[src/rtl/dif_result_fifo.sv]
`default_nettype none
// ============================================================================
// Module   : dif_result_fifo
// Purpose  : Registered output stage for a 6-bit ripple subtractor. It queues
//            the raw 7-bit results {borrow, dif[5:0]} through a valid/ready
//            handshake. It decodes sign, zero and magnitude for the head
//            entry, and keeps a saturating count of borrowed results.
// Ports    : clk, rst_n        - clock, asynchronous active-low reset
//            in_valid/in_ready - write handshake, in_dif = {borrow, dif}
//            out_valid/out_ready - read handshake for the head entry
//            out_dif/out_borrow/out_zero/out_mag - decoded head entry
//            count             - occupancy 0..DEPTH
//            borrow_cnt        - saturating count of accepted borrows
// Revision : 1.0 - initial release
// ============================================================================
module dif_result_fifo #(
    parameter int DEPTH = 4,
    parameter int CNT_W = 8
) (
    input  logic                       clk,
    input  logic                       rst_n,
    input  logic                       in_valid,
    output logic                       in_ready,
    input  logic [6:0]                 in_dif,
    output logic                       out_valid,
    input  logic                       out_ready,
    output logic [5:0]                 out_dif,
    output logic                       out_borrow,
    output logic                       out_zero,
    output logic [5:0]                 out_mag,
    output logic [$clog2(DEPTH):0]     count,
    output logic [CNT_W-1:0]           borrow_cnt
);

    localparam int AW = $clog2(DEPTH);
    localparam int CW = AW + 1;
    localparam logic [CW-1:0] C_FULL = CW'(DEPTH);

    // Storage has no reset: every output is masked by out_valid.
    logic [6:0]       mem_q [DEPTH];

    logic [AW-1:0]    wr_ptr_q, wr_ptr_d;
    logic [AW-1:0]    rd_ptr_q, rd_ptr_d;
    logic [CW-1:0]    count_q, count_d;
    logic [CNT_W-1:0] borrow_cnt_q, borrow_cnt_d;

    logic             w_push;
    logic             w_pop;
    logic [6:0]       w_head;

    // Handshake status derives from registered count only.
    assign in_ready  = (count_q != C_FULL);
    assign out_valid = (count_q != '0);
    assign w_push    = in_valid && in_ready;
    assign w_pop     = out_valid && out_ready;

    always_comb begin
        // DEPTH is a power of two, so pointers wrap by natural overflow.
        wr_ptr_d     = wr_ptr_q;
        rd_ptr_d     = rd_ptr_q;
        count_d      = count_q;
        borrow_cnt_d = borrow_cnt_q;
        if (w_push) begin
            wr_ptr_d = wr_ptr_q + 1'b1;
        end
        if (w_pop) begin
            rd_ptr_d = rd_ptr_q + 1'b1;
        end
        case ({w_push, w_pop})
            2'b10:   count_d = count_q + 1'b1;
            2'b01:   count_d = count_q - 1'b1;
            default: count_d = count_q;
        endcase
        if (w_push && in_dif[6] && (borrow_cnt_q != {CNT_W{1'b1}})) begin
            borrow_cnt_d = borrow_cnt_q + 1'b1;
        end
    end

    always_ff @(posedge clk or negedge rst_n) begin
        if (!rst_n) begin
            wr_ptr_q     <= '0;
            rd_ptr_q     <= '0;
            count_q      <= '0;
            borrow_cnt_q <= '0;
        end else begin
            wr_ptr_q     <= wr_ptr_d;
            rd_ptr_q     <= rd_ptr_d;
            count_q      <= count_d;
            borrow_cnt_q <= borrow_cnt_d;
        end
    end

    always_ff @(posedge clk) begin
        if (w_push) begin
            mem_q[wr_ptr_q] <= in_dif;
        end
    end

    assign w_head = mem_q[rd_ptr_q];

    always_comb begin
        out_dif    = '0;
        out_borrow = 1'b0;
        out_zero   = 1'b0;
        out_mag    = '0;
        if (out_valid) begin
            out_dif    = w_head[5:0];
            out_borrow = w_head[6];
            // Two's-complement negate; the impossible 1_000000 yields 0.
            out_mag    = w_head[6] ? (~w_head[5:0] + 6'd1) : w_head[5:0];
            out_zero   = !w_head[6] && (w_head[5:0] == 6'd0);
        end
    end

    assign count      = count_q;
    assign borrow_cnt = borrow_cnt_q;

endmodule
`default_nettype wire

[config.mk]
export PLATFORM = sky130hd
export DESIGN_NAME = dif_result_fifo
export DESIGN_NICKNAME = d
export VERILOG_FILES = /design/src/rtl/dif_result_fifo.sv
export SDC_FILE = /design/constraint.sdc
export NUM_CORES = 1
export LEC_CHECK = 0
export ABC_AREA = 0
export BUFFER_PORTS_ARGS = -buffer_cell sky130_fd_sc_hd__buf_2
export CAP_MARGIN = 5
export CORE_MARGIN = 8
export CORE_UTILIZATION = 50
export DETAILED_ROUTE_END_ITERATION = 12
export GPL_TIMING_DRIVEN = 0
export HOLD_SLACK_MARGIN = 0.03
export PLACE_DENSITY = 0.73
export SETUP_SLACK_MARGIN = 0.02
export SLEW_MARGIN = 10
export SYNTH_ARGS = -nofsm -noshare
export SYNTH_HDL_FRONTEND = slang
export SYNTH_SLANG_ARGS = --single-unit
export TNS_END_PERCENT = 1
[constraint.sdc]
create_clock -name clk -period 4.7 [get_ports clk]
set_input_delay 1.175 -clock clk [delete_from_list [all_inputs] [get_ports clk]]
set_output_delay 1.175 -clock clk [all_outputs]
set_load 0.01 [all_outputs]
# Yosys cells after proc, flatten, opt, wreduce, memory -nomap -nowiden
# Memories as Yosys holds them, arrays and structs flattened.
# Cells that the tools add are included.
[classes]
add_sub_neg = 6
n_mux = 8
n_bitwise = 1
n_reduce_logical = 9
n_eq_ne = 4
[ops]
columns = ["op", "n"]
rows = [
  ["$mux 6", 3],
  ["$add 8x1->8 const B", 1],
  ["$ne 8x8->1 const B", 1],
  ["$add 6x1->6 const B", 1],
  ["$logic_not 6->1", 1],
  ["$not 6->6", 1],
  ["$pmux 3 s2", 1],
  ["$logic_and 1x1->1", 5],
  ["$add 2x1->2 const B", 2],
  ["$mux 1", 4],
  ["$add 3x1->3 const B", 1],
  ["$ne 3x3->1 const B", 1],
  ["$reduce_bool 3->1", 1],
  ["$sub 3x1->3 const B", 1],
  ["$eq 2x1->1 const B", 1],
  ["$eq 2x2->1 const B", 1],
  ["$reduce_bool 2->1", 1],
  ["$logic_not 1->1", 1],
]
[totals]
wordCells = 33
output_inout_bits = 27
mem_count = 1
ramBits = 28
ff_bits = 15
input_bits = 11
[memory_table]
columns = ["memory", "depth", "width", "read_ports", "rd_clocked_by_memory_dff", "wr", "line", "rtl"]
rows = [
  ["mem_q", 4, 7, 1, 0, 1, "40", "logic [6:0] mem_q [DEPTH];"],
]

# Longest topological paths before layout
# Gate-level depths: netlist of the first run.
# An unclocked memory read counts as a cell.
[logic_depth]
depth_word = 5
mapped_depth = 9
mapped_depth_nobuf = 9

# Worst setup path before layout of the first run
# OpenSTA, ideal clock, no wires.
[synth_path]
path_kind = "flip-flop to output port"
start = "register rd_ptr_q[0]"
end = "output out_mag[4]"
slack_ns = 1.643
n_path_buf = 1
t_required_ns = 3.525
t_arrival_ns = 1.882
path_stages_with_launch = 9
cell_sequence = "dfrtp_1 > buf_6 > mux4_1 > inv_1 > ha_1 > inv_1 > o31ai_1 > xor2_1 > nor2_1"
[synth_via]
elab_chain_len = 5
[synth_lines]
columns = ["item", "line", "rtl"]
rows = [
  ["from (decl)", "43", "logic [AW-1:0] rd_ptr_q, rd_ptr_d;"],
  ["from (signal assigned)", "87", "rd_ptr_q <= rd_ptr_d;"],
  ["$mem_v2 4x7 *", "-", ""],
  ["$not 6->6", "110", "out_mag = w_head[6] ? (~w_head[5:0] + 6'd1) : w_head[5:0];"],
  ["$add 6x1->6", "110", ""],
  ["$mux 6 *", "110", ""],
  ["$mux 6 *", "106", "if (out_valid) begin"],
  ["to (decl)", "30", "output logic [5:0] out_mag,"],
]
# Every way passes the cells marked *; elsewhere a longest branch is shown, timed or not.

# Worst setup path after layout of the first run
[layout_path]
start = "register rd_ptr_q[1]"
end = "output out_mag[4]"
# The elaborated chain is that of the path after synthesis.

==> flow_summary_export.csv, run 1 <==
group,metric,value,unit
status,outcome,"finished clean",
global_route,antenna_found_initial,0,
routing,ant_nets,0,
flow_run,cap_violations,0,
routing,via_per_inst,5.30,
routing,firstDrtPassIters,4,
worst_setup_path,crit_required,3520,ps
sta,max_freq,265,MHz
routing,routed_wl,3950,um
finish,final_nets,204,
clock_tree,cts_sinks,43,
place,portBuffers,37,
worst_setup_path,cp-end-kind,"output port",
clock_tree,cts_tree,"built",
sta,fin_ws,921,ps
clock_tree,worstSkewPairLatency,290,ps
logic_synthesis,ys_ff_latch,43,
worst_setup_path,cp_max_fo,8,
global_route,grt_first_pass_wirelength,6140,um
place,dp_slack,1260,ps
finish,design_area,0.00240,mm^2
sta,setup_tns,0,ps
clock_tree,numCtsBuffers,5,
finish,final_cell_mix,"buf_2, edfxtp_1, dfrtp_1",
floorplanning,start_util,0.513,
finish,syn2layout_area_growth,18.8,%
finish,insertedDiodeCount,0,
logic_synthesis,synth.distinct_cells,30,
sta,finalCritPeriodShare,0.804,
worst_setup_path,worst_path_most_repeated_cell,"inv_1",
place,place_inst,228,
finish,final_util,0.610,
power_and_ir_drop,ir_worst_vdd,0.000299,V
worst_setup_path,max_stage_delay,450,ps
clock_tree,clk_path_buf_depth,2,
floorplanning,die_h,79.6,um
routing,post-route-drc-count,0,
worst_setup_path,cp-start-kind,"register",
worst_setup_path,criticalPathCategory,"reg2out",
power_and_ir_drop,p_per_area,715,mW/mm^2
power_and_ir_drop,totalPowerFinal,1.72,mW
sta,grt_setup_unrepaired,"false",
worst_setup_path,arrival,2600,ps
power_and_ir_drop,p_leak,1.03,nW
floorplanning,die_area,0.00634,mm^2
worst_setup_path,worst_path_max_delay_cell,"mux4_1",
sta,relSlewSlack,0.483,
hold_path,hold_class,"reg2reg",
global_route,grt-ovfl-total,0,
place,dpl.hpwl,3010,um
sta,fin_worst_skew,9.87,ps
routing,drtIter0Drc,44,
routing,vias,1250,
clock_tree,root_buffer,"clkbuf_8",
clock_tree,post_cts_resized,0,
logic_synthesis,syn-cell-area,0.00202,mm^2
sta,setup_viol,0,
global_route,grt_max_degree,16,
sta,slew_viol_final,0,
sta,holdWs,519,ps
global_route,track_usage,0.129,
floorplanning,die_w,79.6,um
floorplanning,core,0.00394,mm^2
clock_tree,cts.htree.levels,2,
clock_tree,post_cts_buffers,0,
worst_setup_path,path_cells,"clkbuf_1, mux4_1, inv_1, ha_1, inv_1, o31ai_1, xor2_1, nor2_1, buf_2",
finish,drive_gt1_frac,0.285,
clock_tree,cts_hold_buffers,0,
logic_synthesis,ys.warnings.count,0,
logic_synthesis,synth_nets,160,
sta,tightest_slew,770,ps
floorplanning,ios,38,
place,dpl_cell_area,0.00227,mm^2
finish,final_common_cell,"buf_2",
logic_synthesis,syn_inst,141,
routing,post_drt_wl_per_cell,16.8,um
finish,fillers,315,
logic_synthesis,yosysSeqAreaShare,0.601,
logic_synthesis,synth.avg_cell_area,14.3,um^2
sta,period_minus_slack,3780,ps
global_route,grt_pass1_vias,1297,
place,finalWeightedCongestion,0.738,
clock_tree,clkTransAtPathRegs,80,ps
finish,finalNonFillerCells,236,
floorplanning,std_cell_rows,23,
sta,hold_viol_final,0,
logic make-up (layout without fill, tap and decap cells):
kind of cell             count (synthesis)  in the layout  synth area share
AO/OA/AOI/OAI                            7              7            0.0260
XOR/XNOR                                15             15            0.0649
adder cells (fa/ha/maj)                  8              8            0.0532
buffers and inverters                   13             58            0.0297
flip-flops                              43             43             0.601
multiplexers                            11             11             0.108
AND/OR/NAND/NOR                         44             44             0.117
flip-flops by register name, indices dropped and copies added, names as in the netlist:
name        flops
mem_q          28
borrow_cnt      8
wr_ptr_q        2
count           3
rd_ptr_q        2
final timing paths:
| check | endpoint | cells after the start | slack, ps | from |
|---|---|---|---|---|
| setup / recovery | out_mag[4] | 9 | 920 | rd_ptr_q[1] |
| hold reg to reg | borrow_cnt[5] | 1 | 520 | borrow_cnt[5] |
| min in group asynchronous | count[0] | 1 | 770 | rst_n |
| hold / removal | borrow_cnt[5] | 1 | 520 | borrow_cnt[5] |
| max in group asynchronous | borrow_cnt[6] | 1 | 3670 | rst_n |
| setup reg to reg | count[2] | 9 | 2130 | count[2] |
report_power, final:
| part | switching (mW) | internal (mW) | total (mW) |
|---|---|---|---|
| clock | 0.118 | 0.212 | 0.330 |
| sequential | 0.0664 | 0.513 | 0.579 |
| combinational | 0.456 | 0.353 | 0.809 |
area by class of cell:
| class | instances | area (um^2) | area share |
|---|---|---|---|
| multi-input cells | 85 | 747 | 0.311 |
| clock inverters | 2 | 60.1 | 0.0250 |
| flip-flops and latches | 43 | 1220 | 0.506 |
| clock buffers | 6 | 72.6 | 0.0302 |
| repair buffers | 37 | 185 | 0.0770 |
| inverters | 9 | 33.8 | 0.0141 |
| well taps | 50 | 62.6 | 0.0260 |
| plain buffers | 4 | 26.3 | 0.0109 |
worst max-delay path, delay by kind of cell, from the launching register on:
kind                       cells  cell delay, ps
and+or+nand+nor                1              50
xor gates and xnor gates       1             190
AOI/OAI and AO/OA              1             380
adders and majority gates      1             160
buffers and inverters          4             750
muxes                          1             450
DFF                            1             330
cells in the mapped netlist:
library cell | count | share of area
and2_1 | 5 | 0.015
ha_1 | 7 | 0.043
nor2_1 | 9 | 0.017
o211ai_1 | 2 | 0.0074
nor4_1 | 2 | 0.0062
xor2_1 | 12 | 0.052
nor4b_1 | 1 | 0.0043
or3b_2 | 1 | 0.0043
inv_1 | 9 | 0.017
a211oi_1 | 1 | 0.0037
xnor2_1 | 3 | 0.013
mux4_1 | 5 | 0.065
mux2i_1 | 2 | 0.0099
nor3b_1 | 1 | 0.0037
buf_4 | 1 | 0.0037
mux2_2 | 2 | 0.011
dfrtp_1 | 15 | 0.19
nor4_2 | 1 | 0.0062
and2_2 | 1 | 0.0037
mux4_2 | 2 | 0.022
and3_1 | 5 | 0.015
nand3_1 | 4 | 0.0099
or4_1 | 1 | 0.0037
fa_1 | 1 | 0.0099
clkbuf_1 | 2 | 0.0037
o31ai_1 | 4 | 0.015
buf_6 | 1 | 0.0056
edfxtp_1 | 28 | 0.42
nand2_1 | 8 | 0.015
nor3_1 | 5 | 0.012
routing by layer:
metal  global-route usage  share of wire
met3               0.0507          0.063
met4               0.0704          0.020
met2                0.217           0.50
met5                    0              0
met1                0.136           0.41
Power figures use the tool's default switching activity.
==> run 2, diff against run 1 <==
--- a/config.mk
+++ b/config.mk
@@ -5,7 +5,7 @@
 export SDC_FILE = /design/constraint.sdc
 export NUM_CORES = 1
 export LEC_CHECK = 0
-export ABC_AREA = 0
+export ABC_AREA = 1
 export BUFFER_PORTS_ARGS = -buffer_cell sky130_fd_sc_hd__buf_2
 export CAP_MARGIN = 5
 export CORE_MARGIN = 8
==> constraint.sdc (replaced) <==
create_clock -name clk -period 3.5 [get_ports clk]
set_input_delay 0.875 -clock clk [delete_from_list [all_inputs] [get_ports clk]]
set_output_delay 0.875 -clock clk [all_outputs]
set_load 0.01 [all_outputs]
==> flow_summary_export.csv, run 2 <==
group,metric,value,unit
sta,setup_viol,0,
logic_synthesis,synth_commonest_cells,"nand2_1, edfxtp_1, nor2_1",
global_route,grt-ovfl-total,0,
clock_tree,clkTransAtPathRegs,80,ps
routing,post_drt_wl_per_cell,12.1,um
floorplanning,die_area,0.00668,mm^2
global_route,track_usage,0.123,
clock_tree,cts_tree,"built",
power_and_ir_drop,p_leak,1.15,nW
worst_setup_path,timing.rr.end,"count[2]",
sta,tightest_slew,698,ps
finish,drive_gt1_frac,0.282,
routing,post-route-drc-count,0,
worst_setup_path,max_stage_delay,500,ps
logic_synthesis,syn_inst,214,
place,portBuffers,37,
sta,max_freq,358,MHz
routing,vias,1481,
worst_setup_path,r2r_cells,9,
finish,final_common_cell,"nand2_1",
routing,via_per_inst,4.76,
worst_setup_path,r2r_start,"count[0]",
place,place_inst,303,
worst_setup_path,rrSetupSlack,1420,ps
logic_synthesis,synth_nets,233,
global_route,grt_pass1_vias,1465,
logic_synthesis,yosys.area.top_type,"edfxtp_1",
clock_tree,worstSkewPairLatency,290,ps
flow_run,cap_violations,0,
worst_setup_path,critPathBufInv,3,
finish,insertedDiodeCount,0,
worst_setup_path,worst_path_most_repeated_cell,"nand2_1",
clock_tree,cts_hold_buffers,0,
sta,hold_viol_final,0,
routing,drtIter0Drc,34,
clock_tree,root_buffer,"clkbuf_8",
sta,relSlewSlack,0.533,
logic_synthesis,ys_ff_latch,43,
floorplanning,die_h,81.7,um
worst_setup_path,path_cells,"inv_2, nand3_1, nand2_1, ha_1, nand3_2, nand2_1, o21ai_1, nand2_1, inv_1, buf_2",
logic_synthesis,yosysMostFrequentCell,"nand2_1",
logic_synthesis,ys.flop_type,"edfxtp_1",
worst_setup_path,crit_required,2620,ps
finish,fillers,368,
logic_synthesis,synth.avg_cell_area,10.1,um^2
clock_tree,cts.htree.levels,2,
power_and_ir_drop,p_per_area,957,mW/mm^2
logic_synthesis,synth.distinct_cells,27,
sta,finalCritPeriodShare,0.798,
finish,largest_reg_flops,28,
sta,fin_worst_skew,7.03,ps
sta,grt_setup_unrepaired,"false",
place,finalWeightedCongestion,0.826,
sta,fin_ws,709,ps
sta,holdWs,472,ps
logic_synthesis,synth_edf_count,28,
place,dpl.hpwl,2870,um
finish,finalNonFillerCells,311,
floorplanning,std_cell_rows,24,
status,outcome,"finished clean",
global_route,grt_max_degree,16,
floorplanning,core,0.00426,mm^2
logic_synthesis,syn-cell-area,0.00216,mm^2
finish,design_area,0.00252,mm^2
routing,ant_nets,0,
clock_tree,cts_sinks,43,
worst_setup_path,cp_max_fo,9,
floorplanning,die_w,81.7,um
clock_tree,post_cts_resized,0,
finish,final_util,0.590,
logic_synthesis,synthArstFlopShare,0.349,
clock_tree,numCtsBuffers,5,
finish,final_nets,277,
logic_synthesis,yosysSeqAreaShare,0.563,
floorplanning,start_util,0.506,
finish,regMostFlops,"mem_q",
floorplanning,ios,38,
finish,final_cell_mix,"nand2_1, buf_2, edfxtp_1",
global_route,antenna_found_initial,0,
routing,routed_wl,3770,um
power_and_ir_drop,ir_worst_vdd,0.000358,V
sta,setup_tns,0,ps
global_route,grt_first_pass_wirelength,6410,um
worst_setup_path,arrival,1920,ps
routing,firstDrtPassIters,4,
logic_synthesis,synth_area_leaders,"edfxtp_1, dfrtp_1, nand2_1",
place,dpl_cell_area,0.00241,mm^2
worst_setup_path,cp-end-kind,"output port",
power_and_ir_drop,totalPowerFinal,2.41,mW
logic_synthesis,ys.warnings.count,0,
clock_tree,post_cts_buffers,0,
finish,syn2layout_area_growth,16.6,%
worst_setup_path,critical_path.top_delay_family,"flip-flops",
place,dp_slack,1030,ps
sta,slew_viol_final,0,
worst_setup_path,worst_path_max_delay_cell,"dfrtp_1",
worst_setup_path,criticalPathCategory,"reg2out",
logic_synthesis,netlist.area_leader.share,0.389,
worst_setup_path,cp-start-kind,"register",
hold_path,hold_class,"in2async",
sta,period_minus_slack,2790,ps
clock_tree,clk_path_buf_depth,2,
[run 2: cell types whose count changed after synthesis, sizes merged, moves of 4 or more]
cell   before  now
and2        6    0
nand3       4   17
xor2       12    6
nand2       8   61
o21ai       0    9
o31ai       4    0
and3        5    0
inv         9   24
nor2        9   25
mux4        7    0
[run 2: worst max path at each step]
stage | start | to | slack (ps) | depth (start not counted)
after CTS | rd_ptr_q[1] | out_mag[4] | 710 | 10
after floorplan | rd_ptr_q[0] | out_mag[2] | 1280 | 9
after global routing | rd_ptr_q[1] | out_mag[4] | 520 | 10
final | rd_ptr_q[1] | out_mag[4] | 710 | 10
after detailed placement | rd_ptr_q[1] | out_mag[4] | 1030 | 10
after global placement | rd_ptr_q[1] | out_mag[4] | 1030 | 10
[run 2: final cells by class]
class | count | area (um^2) | share of cell area
multi-input cells | 142 | 801 | 0.318
repair buffers | 37 | 185 | 0.0736
plain buffers | 5 | 52.6 | 0.0209
flip-flops and latches | 43 | 1220 | 0.483
clock inverters | 3 | 38.8 | 0.0154
well taps | 52 | 65.1 | 0.0258
inverters | 24 | 90.1 | 0.0358
clock buffers | 5 | 68.8 | 0.0273
[run 2: logic make-up (layout without fill, tap and decap cells)]
family	Yosys count	count (layout)	synth area share
AO/OA/AOI/OAI	13	13	0.0388
XOR/XNOR	12	12	0.0487
adder cells (fa/ha/maj)	8	8	0.0498
buffers and inverters	29	74	0.0660
flip-flops	43	43	0.563
AND/OR/NAND/NOR	109	109	0.233
[run 2: routing by layer]
layer	global-route usage	vias to the layer above	share of wire
met5	0	-	0
met4	0.0544	0	0.0082
met3	0.0306	4	0.068
met2	0.198	30	0.47
li1	-	780	-
met1	0.153	667	0.45
[run 2: report_power, final]
| part | internal, mW | switching, mW | total [mW] |
|---|---|---|---|
| clock network | 0.209 | 0.157 | 0.366 |
| registers | 0.689 | 0.111 | 0.799 |
| logic | 0.491 | 0.754 | 1.25 |
==> run 3, diff against run 2 <==
==> constraint.sdc (replaced) <==
create_clock -name clk -period 2.8 [get_ports clk]
set_input_delay 0.7 -clock clk [delete_from_list [all_inputs] [get_ports clk]]
set_output_delay 0.7 -clock clk [all_outputs]
set_load 0.01 [all_outputs]
==> flow_summary_export.csv, run 3 (synthesis gave the netlist of run 2 again) <==
group,metric,value,unit
worst_setup_path,criticalPathCategory,"reg2out",
worst_setup_path,critical_path.top_delay_family,"flip-flops",
routing,post-route-drc-count,0,
finish,regMostFlops,"mem_q",
floorplanning,die_w,81.7,um
finish,insertedDiodeCount,0,
clock_tree,cts_tree,"built",
routing,routed_wl,3780,um
worst_setup_path,worst_path_max_delay_cell,"dfrtp_1",
sta,holdWs,297,ps
routing,via_per_inst,4.77,
routing,vias,1482,
routing,drtIter0Drc,34,
floorplanning,std_cell_rows,24,
floorplanning,die_h,81.7,um
routing,firstDrtPassIters,4,
worst_setup_path,cp.depth,8,
place,portBuffers,37,
power_and_ir_drop,p_leak,1.15,nW
global_route,grt_pass1_vias,1465,
clock_tree,post_cts_buffers,0,
floorplanning,core,0.00426,mm^2
sta,grt_setup_unrepaired,"false",
worst_setup_path,crit_required,2100,ps
place,finalWeightedCongestion,0.826,
finish,final_cell_mix,"nand2_1, buf_2, edfxtp_1",
sta,setup_viol,0,
clock_tree,cts.htree.levels,2,
routing,post_drt_wl_per_cell,12.2,um
sta,fin_worst_skew,7.03,ps
global_route,grt_first_pass_wirelength,6410,um
finish,largest_reg_flops,28,
global_route,track_usage,0.123,
power_and_ir_drop,p_per_area,1200,mW/mm^2
status,outcome,"finished clean",
worst_setup_path,max_stage_delay,560,ps
sta,setup_tns,0,ps
worst_setup_path,rrSetupSlack,720,ps
hold_path,hold_class,"in2async",
flow_run,cap_violations,0,
sta,relSlewSlack,0.533,
worst_setup_path,arrival,1880,ps
finish,drive_gt1_frac,0.282,
worst_setup_path,cp-end-kind,"output port",
place,dpl.hpwl,2870,um
finish,fillers,369,
finish,syn2layout_area_growth,16.7,%
clock_tree,numCtsBuffers,5,
power_and_ir_drop,ir_worst_vdd,0.000448,V
sta,max_freq,388,MHz
worst_setup_path,worst_path_most_repeated_cell,"nand2_1",
floorplanning,die_area,0.00668,mm^2
worst_setup_path,r2r_cells,9,
worst_setup_path,cp_max_fo,9,
sta,hold_viol_final,0,
worst_setup_path,cp-start-kind,"register",
routing,ant_nets,0,
sta,tightest_slew,699,ps
clock_tree,clk_path_buf_depth,2,
global_route,grt-ovfl-total,0,
clock_tree,root_buffer,"clkbuf_8",
global_route,grt_max_degree,16,
global_route,antenna_found_initial,0,
floorplanning,start_util,0.506,
finish,final_common_cell,"nand2_1",
clock_tree,worstSkewPairLatency,290,ps
floorplanning,ios,38,
clock_tree,cts_hold_buffers,0,
clock_tree,clkTransAtPathRegs,80,ps
sta,slew_viol_final,0,
worst_setup_path,critPathBufInv,2,
worst_setup_path,path_cells,"inv_4, nand3_1, nand2_1, ha_1, o21ai_0, nand2_1, nor2_1, buf_2",
sta,period_minus_slack,2580,ps
finish,final_nets,277,
clock_tree,cts_sinks,43,
sta,finalCritPeriodShare,0.920,
-- run 3: changes by cell type in the layout (fill, tap and decap cells not counted) --
cell	delta
inv_4	+1
inv_2	-1
-- run 3: final cells by class --
type	instances	area [um^2]	area share
inverter	24	92.6	0.0367
buffer	5	52.6	0.0209
tap	52	65.1	0.0258
clock inverter	3	38.8	0.0154
sequential	43	1220	0.483
multi-input combinational	142	801	0.318
clock buffer	5	68.8	0.0273
timing repair buffer	37	185	0.0735
-- run 3: repair_timing --
action	4_1_cts	5_1_grt
endpoints found under the hold margin	0	0
endpoints found under the setup margin	0	2
resized for setup	0	1
-- run 3: path summary, 6_finish.rpt --
check,start,endpoint
setup / recovery,rd_ptr_q[1],out_mag[2]
max in group asynchronous,rst_n,wr_ptr_q[1]
min in group clk,borrow_cnt[0],borrow_cnt[0]
hold / removal,rst_n,borrow_cnt[2]
setup reg to reg,count[0],count[2]
hold reg to reg,borrow_cnt[0],borrow_cnt[0]
-- run 3: layer usage --
metal,track usage,vias up,part of all wire
met1,0.153,666,0.45
met3,0.0306,4,0.068
li1,-,782,-
met4,0.0544,0,0.0082
met5,0,-,0
met2,0.198,30,0.47
-- run 3: power by group --
group | switching (mW) | internal (mW) | leakage [nW] | total [mW]
combinational | 0.943 | 0.616 | 0.654 | 1.56
sequential | 0.140 | 0.861 | 0.441 | 1.00
clock | 0.197 | 0.261 | 0.0556 | 0.458
-- run 3: through the flow --
step | cells | utilization | power, mW | instance area (um^2) | setup WS [ps]
floorplan | 214 | - | 2.09 | 2160 | 753
global placement | 303 | 0.565 | 2.56 | 2410 | 501
detailed placement | 303 | 0.565 | 2.59 | 2410 | 509
CTS | 311 | 0.590 | 3.05 | 2520 | 182
global route | 311 | 0.591 | 3.29 | 2520 | 41.6
finish | 311 | 0.591 | 3.02 | 2520 | 224
-- run 3: worst reg2reg max path: cells and delay by family (launching register included) --
kind | cells | cell delay (ps)
DFF | 1 | 450
adders and majority gates | 2 | 580
buffers and inverters | 2 | 170
and+or+nand+nor | 2 | 350
xor gates and xnor gates | 1 | 140
AOI/OAI and AO/OA | 2 | 270
